<file path="src/rtl/cache_pkg.sv">
// Shared L2 cache-model constants and the fill-side state encoding.
package cache_pkg;
    localparam int WAYS_DEFAULT  = 8;
    localparam int BEATS_DEFAULT = 8;

    typedef enum logic {IDLE, FILL} fill_state_t;
endpackage

</file>
<file path="src/rtl/way_decoder.sv">
// Binary way index plus enable to one-hot way select; inverse of the hit-way encoder.
// Purely combinational; an index >= WAYS or a low enable yields all zeros.
module way_decoder #(
    parameter int WAYS = cache_pkg::WAYS_DEFAULT,
    parameter int WIDX = (WAYS > 1) ? $clog2(WAYS) : 1
) (
    input  logic [WIDX-1:0] idx,
    input  logic            en,
    output logic [WAYS-1:0] onehot
);
    // An X on idx makes every compare non-true, so onehot resolves to zeros.
    always_comb begin
        onehot = '0;
        for (int i = 0; i < WAYS; i++) begin
            if (en && (idx == WIDX'(i)))
                onehot[i] = 1'b1;
        end
    end
endmodule

</file>
<file path="src/rtl/way_fill_decoder.sv">
// Latches a fill way on req handshake and drives one-hot way_we for each of BEATS beats.
// First write the cycle after accept, done 1 cycle after last write; req_ready low while filling.
module way_fill_decoder
    import cache_pkg::*;
#(
    parameter int WAYS  = WAYS_DEFAULT,
    parameter int BEATS = BEATS_DEFAULT
) (
    input  logic                      clk,
    input  logic                      rst,
    input  logic                      req_valid,
    output logic                      req_ready,
    input  logic [$clog2(WAYS)-1:0]   req_way,
    input  logic                      beat_valid,
    output logic [WAYS-1:0]           way_we,
    output logic [$clog2(BEATS)-1:0]  beat_idx,
    output logic                      busy,
    output logic                      done,
    output logic                      err
);
    localparam int WIDX  = $clog2(WAYS);
    localparam int BWIDX = $clog2(BEATS);

    fill_state_t      state;
    logic [WIDX-1:0]  way_q;
    logic [BWIDX-1:0] cnt;
    logic             way_in_range;
    logic             wr_en;

    assign way_in_range = ({1'b0, req_way} < (WIDX+1)'(WAYS));
    assign req_ready    = (state == IDLE);
    assign busy         = (state == FILL);
    assign beat_idx     = cnt;
    assign wr_en        = (state == FILL) && beat_valid;

    always_ff @(posedge clk or posedge rst) begin
        if (rst) begin
            state <= IDLE;
            way_q <= '0;
            cnt   <= '0;
            done  <= 1'b0;
            err   <= 1'b0;
        end else begin
            done <= 1'b0;
            err  <= 1'b0;
            case (state)
                IDLE: begin
                    if (req_valid) begin
                        if (way_in_range) begin
                            way_q <= req_way;
                            cnt   <= '0;
                            state <= FILL;
                        end else begin
                            err <= 1'b1;
                        end
                    end
                end
                FILL: begin
                    // Terminate explicitly at BEATS-1 so non-power-of-2 BEATS never wraps.
                    if (beat_valid) begin
                        if (cnt == BWIDX'(BEATS - 1)) begin
                            cnt   <= '0;
                            state <= IDLE;
                            done  <= 1'b1;
                        end else begin
                            cnt <= cnt + 1'b1;
                        end
                    end
                end
                default: state <= IDLE;
            endcase
        end
    end

    way_decoder #(.WAYS(WAYS), .WIDX(WIDX)) u_dec (
        .idx    (way_q),
        .en     (wr_en),
        .onehot (way_we)
    );
endmodule
</file>
<file path="config.mk">
export PLATFORM = sky130hd
export DESIGN_NAME = way_fill_decoder
export DESIGN_NICKNAME = d
export VERILOG_FILES = /design/src/rtl/cache_pkg.sv /design/src/rtl/way_decoder.sv /design/src/rtl/way_fill_decoder.sv
export SDC_FILE = /design/constraint.sdc
export NUM_CORES = 1
export LEC_CHECK = 0
export ABC_AREA = 0
export ABC_CLOCK_PERIOD_IN_PS = 2800
export CAP_MARGIN = 20
export CORE_AREA = 2 2 39 41
export DETAILED_ROUTE_END_ITERATION = 8
export DIE_AREA = 0 0 41 43
export DONT_BUFFER_PORTS = 1
export GPL_TIMING_DRIVEN = 0
export PLACE_DENSITY_LB_ADDON = 0.15
export SYNTH_ARGS = -nofsm -noshare
export SYNTH_HDL_FRONTEND = slang
export SYNTH_SLANG_ARGS = --single-unit
</file>
<file path="constraint.sdc">
create_clock -name clk -period 2.8 [get_ports clk]
set_input_delay 0.56 -clock clk [delete_from_list [all_inputs] [get_ports clk]]
set_output_delay 0.56 -clock clk [all_outputs]
set_load 0.01 [all_outputs]
</file>
==> impl_metrics.py <==
metrics = {
    "setup_path": {
        "required_ns": 2.24,
        "crit_cells": 3,
        "path_max_fanout": 10,
        "worst_r2r_startpoint": "beat_idx[0]",
        "crit_arrival_ns": 1.40,
        "startpoint_type": "flop",
        "cp_num_buf_inv": 1,
        "r2r_slack_ns": 1.54,
        "path_class": "flop to output port",
        "r2r_end": "beat_idx[2]",
        "slowest_delay_ns": 0.42,
        "rr_worst_depth": 4,
        "crit_family": "simple AND/OR/NAND/NOR gates",
        "crit_chain": "buf_6 > or3b_1 > nor2_1",
        "slowest_stage": "dfrtp_1",
        "worst_setup_path_end_kind": "output port",
    },
    "logic_synthesis": {
        "syn_inst": 42,
        "ys_seq_area_share_pct": 46.2,
        "syn_nets": 51,
        "yosysUniqueCellTypes": 19,
        "syn-cell-area_um2": 433,
        "ys_warn_count": 0,
        "yosys.area_share.adder_pct": 5.78,
        "synth_area_leaders": "dfrtp_1 46%, nor2_1 7.8%, mux2_2 7.8%",
        "yosysTopAreaCell": "dfrtp_1",
        "synth.ff_latch_count": 8,
        "synth_compound_area_share_pct": 6.65,
        "synthXorXnorAreaFrac_pct": 0,
        "synthSimpleGateAreaFrac_pct": 22.0,
        "syn_avg_cell_area_um2": 10.3,
        "synth_top_area_share_pct": 46.2,
        "synthMuxAreaShare_pct": 12.4,
        "synth_top_family_by_area": "simple AND/OR/NAND/NOR gates",
    },
    "detailed_routing": {
        "via_per_inst": 5.39,
        "drtAntennaViolNets": 0,
        "drt_iter0_drc": 2,
        "vias": 329,
        "drt-pass1-iter-count": 3,
        "drcViolationCount": 0,
        "routedWlPerCell_um": 14.1,
        "drt_wl_total_um": 859,
    },
    "clocking": {
        "cts_max_level": 1,
        "worstSkewPairLatency_ns": 0.25,
        "cts_tree": "yes",
        "clockRootBuffer": "clkbuf_4",
        "cts_sinks": 8,
        "cts_hold_buf": 0,
        "postCtsSetupBuffers": 0,
        "numCtsBuffers": 3,
        "clk_path_buf_depth": 2,
        "post_cts_resized": 0,
        "clk_pin_slew_ns": 0.05,
    },
    "die": {
        "rows": 14,
        "dieArea_um2": 1760,
        "start_util_pct": 31.3,
        "die_h_um": 43,
        "die_x_um": 41,
        "io_pins": 22,
        "core_um2": 1380,
    },
    "grt": {
        "grt_max_degree": 11,
        "antenna_found_initial": 0,
        "grt_pass1_wl_um": 1410,
        "track_usage_pct": 12.7,
        "grt_pass1_vias": 319,
        "overflow": 0,
    },
    "worst_hold_path": {
        "min_path_type": "primary input to asynchronous set/reset pin",
    },
    "sta": {
        "fin_skew_ns": 0.000625,
        "max_freq_mhz": 511,
        "grt_setup_unrepaired": "no",
        "period_minus_slack_ns": 1.96,
        "finalHoldViolations": 0,
        "setup_tns_ns": 0,
        "finalMaxSlewViolations": 0,
        "finalCritPeriodShare_pct": 69.9,
        "setup_viol": 0,
    },
    "finish": {
        "regArea_um2": 200,
        "syn2layout_area_growth_pct": 9.83,
        "nets": 56,
        "final_area_um2": 475,
        "fillCellCount": 144,
        "layout_commonest_cell": "nor2_1",
        "diodes": 0,
        "final_cell_mix": "9 x nor2_1, 8 x dfrtp_1, 3 x mux2_2, 3 x clkbuf_4",
        "drive_above_1_share_pct": 22.2,
        "multi_input_area_um2": 206,
        "layoutNonFillerInstCount": 61,
    },
    "power": {
        "power_density_nw_per_um2": 1030,
        "switching_power_uw": 192,
        "power_frac_seq_pct": 46.2,
        "p_leak_nw": 0.232,
        "p_int_uw": 299,
        "total_power_uw": 491,
        "combPwrFrac_pct": 35.7,
        "pwr-share-clk_pct": 18.1,
        "max-vdd-ir-drop_uv": 301,
        "switching_share_pct": 39.0,
    },
    "flow_run": {
        "maxCapViolations": 0,
    },
    "placed_design": {
        "post_dp_cell_area_um2": 453,
        "dpl.hpwl_um": 698,
        "place_congestion": 0.681,
        "numPortBuffers": 0,
        "dp.cells": 58,
    },
    "status": {
        "status": "finished, final reports clean",
    },
}
## Yosys cell counts
cell type  number
dfrtp_1         8
mux2_2          3
nor3_1          2
and2b_2         1
nand3_1         1
nand2_1         2
ha_1            2
nand3b_1        1
nand2b_1        1
buf_6           1
inv_1           2
and3_2          1
mux2i_1         2
or3b_1          1
o2bb2ai_1       1
a32o_1          2
conb_1          1
buf_4           1
nor2_1          9
## flip-flops by register name, summed over array words and instances, names as in the netlist
signal,flops
beat_idx,3
busy,1
done,1
way_q,3
## power groups by stage
stage	sequential (mW)	clock (mW)	combinational, mW
final	0.227	0.0889	0.175
after floorplan	0.216	0	0.154
after CTS	0.229	0.0943	0.181
after global placement	0.228	0	0.168
after detailed placement	0.231	0	0.182
after global routing	0.234	0.104	0.208
## cell families (layout without fill, tap and decap cells)
family | count (synthesis) | after routing
compound gates | 3 | 3
fa+ha+maj | 2 | 2
buf+inv | 4 | 7
flops | 8 | 8
mux | 5 | 5
other cells | 1 | 1
simple gates | 19 | 19
## cell type report
| cell class | count | area share (%) |
|---|---|---|
| clock buffers | 3 | 4.74 |
| flip-flops and latches | 8 | 42.1 |
| multi-input cells | 30 | 43.4 |
| well taps | 16 | 4.21 |
| plain buffers | 2 | 3.95 |
| inverters | 2 | 1.58 |
## metrics by stage
stage / utilization [%] / hold WS (ns) / worst slack [ns]
floorplan: - / 0.376 / 1.17
global placement: 32.7 / 0.404 / 1.11
detailed placement: 32.7 / 0.415 / 1.10
CTS: 34.4 / 0.135 / 0.822
global route: 34.4 / 0.145 / 0.725
finish: 34.4 / 0.130 / 0.844
## per-layer routing
| metal | track usage (%) | share of wire, % | vias up |
|---|---|---|---|
| li1 | - | - | 152 |
| met4 | 12.0 | 3.4 | 0 |
| met3 | 5.24 | 13 | 4 |
| met2 | 19.1 | 46 | 20 |
| met5 | 0 | 0 | - |
| met1 | 12.0 | 37 | 153 |
## worst max path at each step
| stage | startpoint | to | slack, ns |
|---|---|---|---|
| finish | busy | way_we[1] | 0.84 |
| global route | busy | way_we[1] | 0.73 |
| CTS | busy | way_we[1] | 0.82 |
| detailed placement | busy | way_we[1] | 1.10 |
| global placement | busy | way_we[0] | 1.11 |
| floorplan | busy | way_we[0] | 1.17 |
Power figures use the tool's default switching activity.
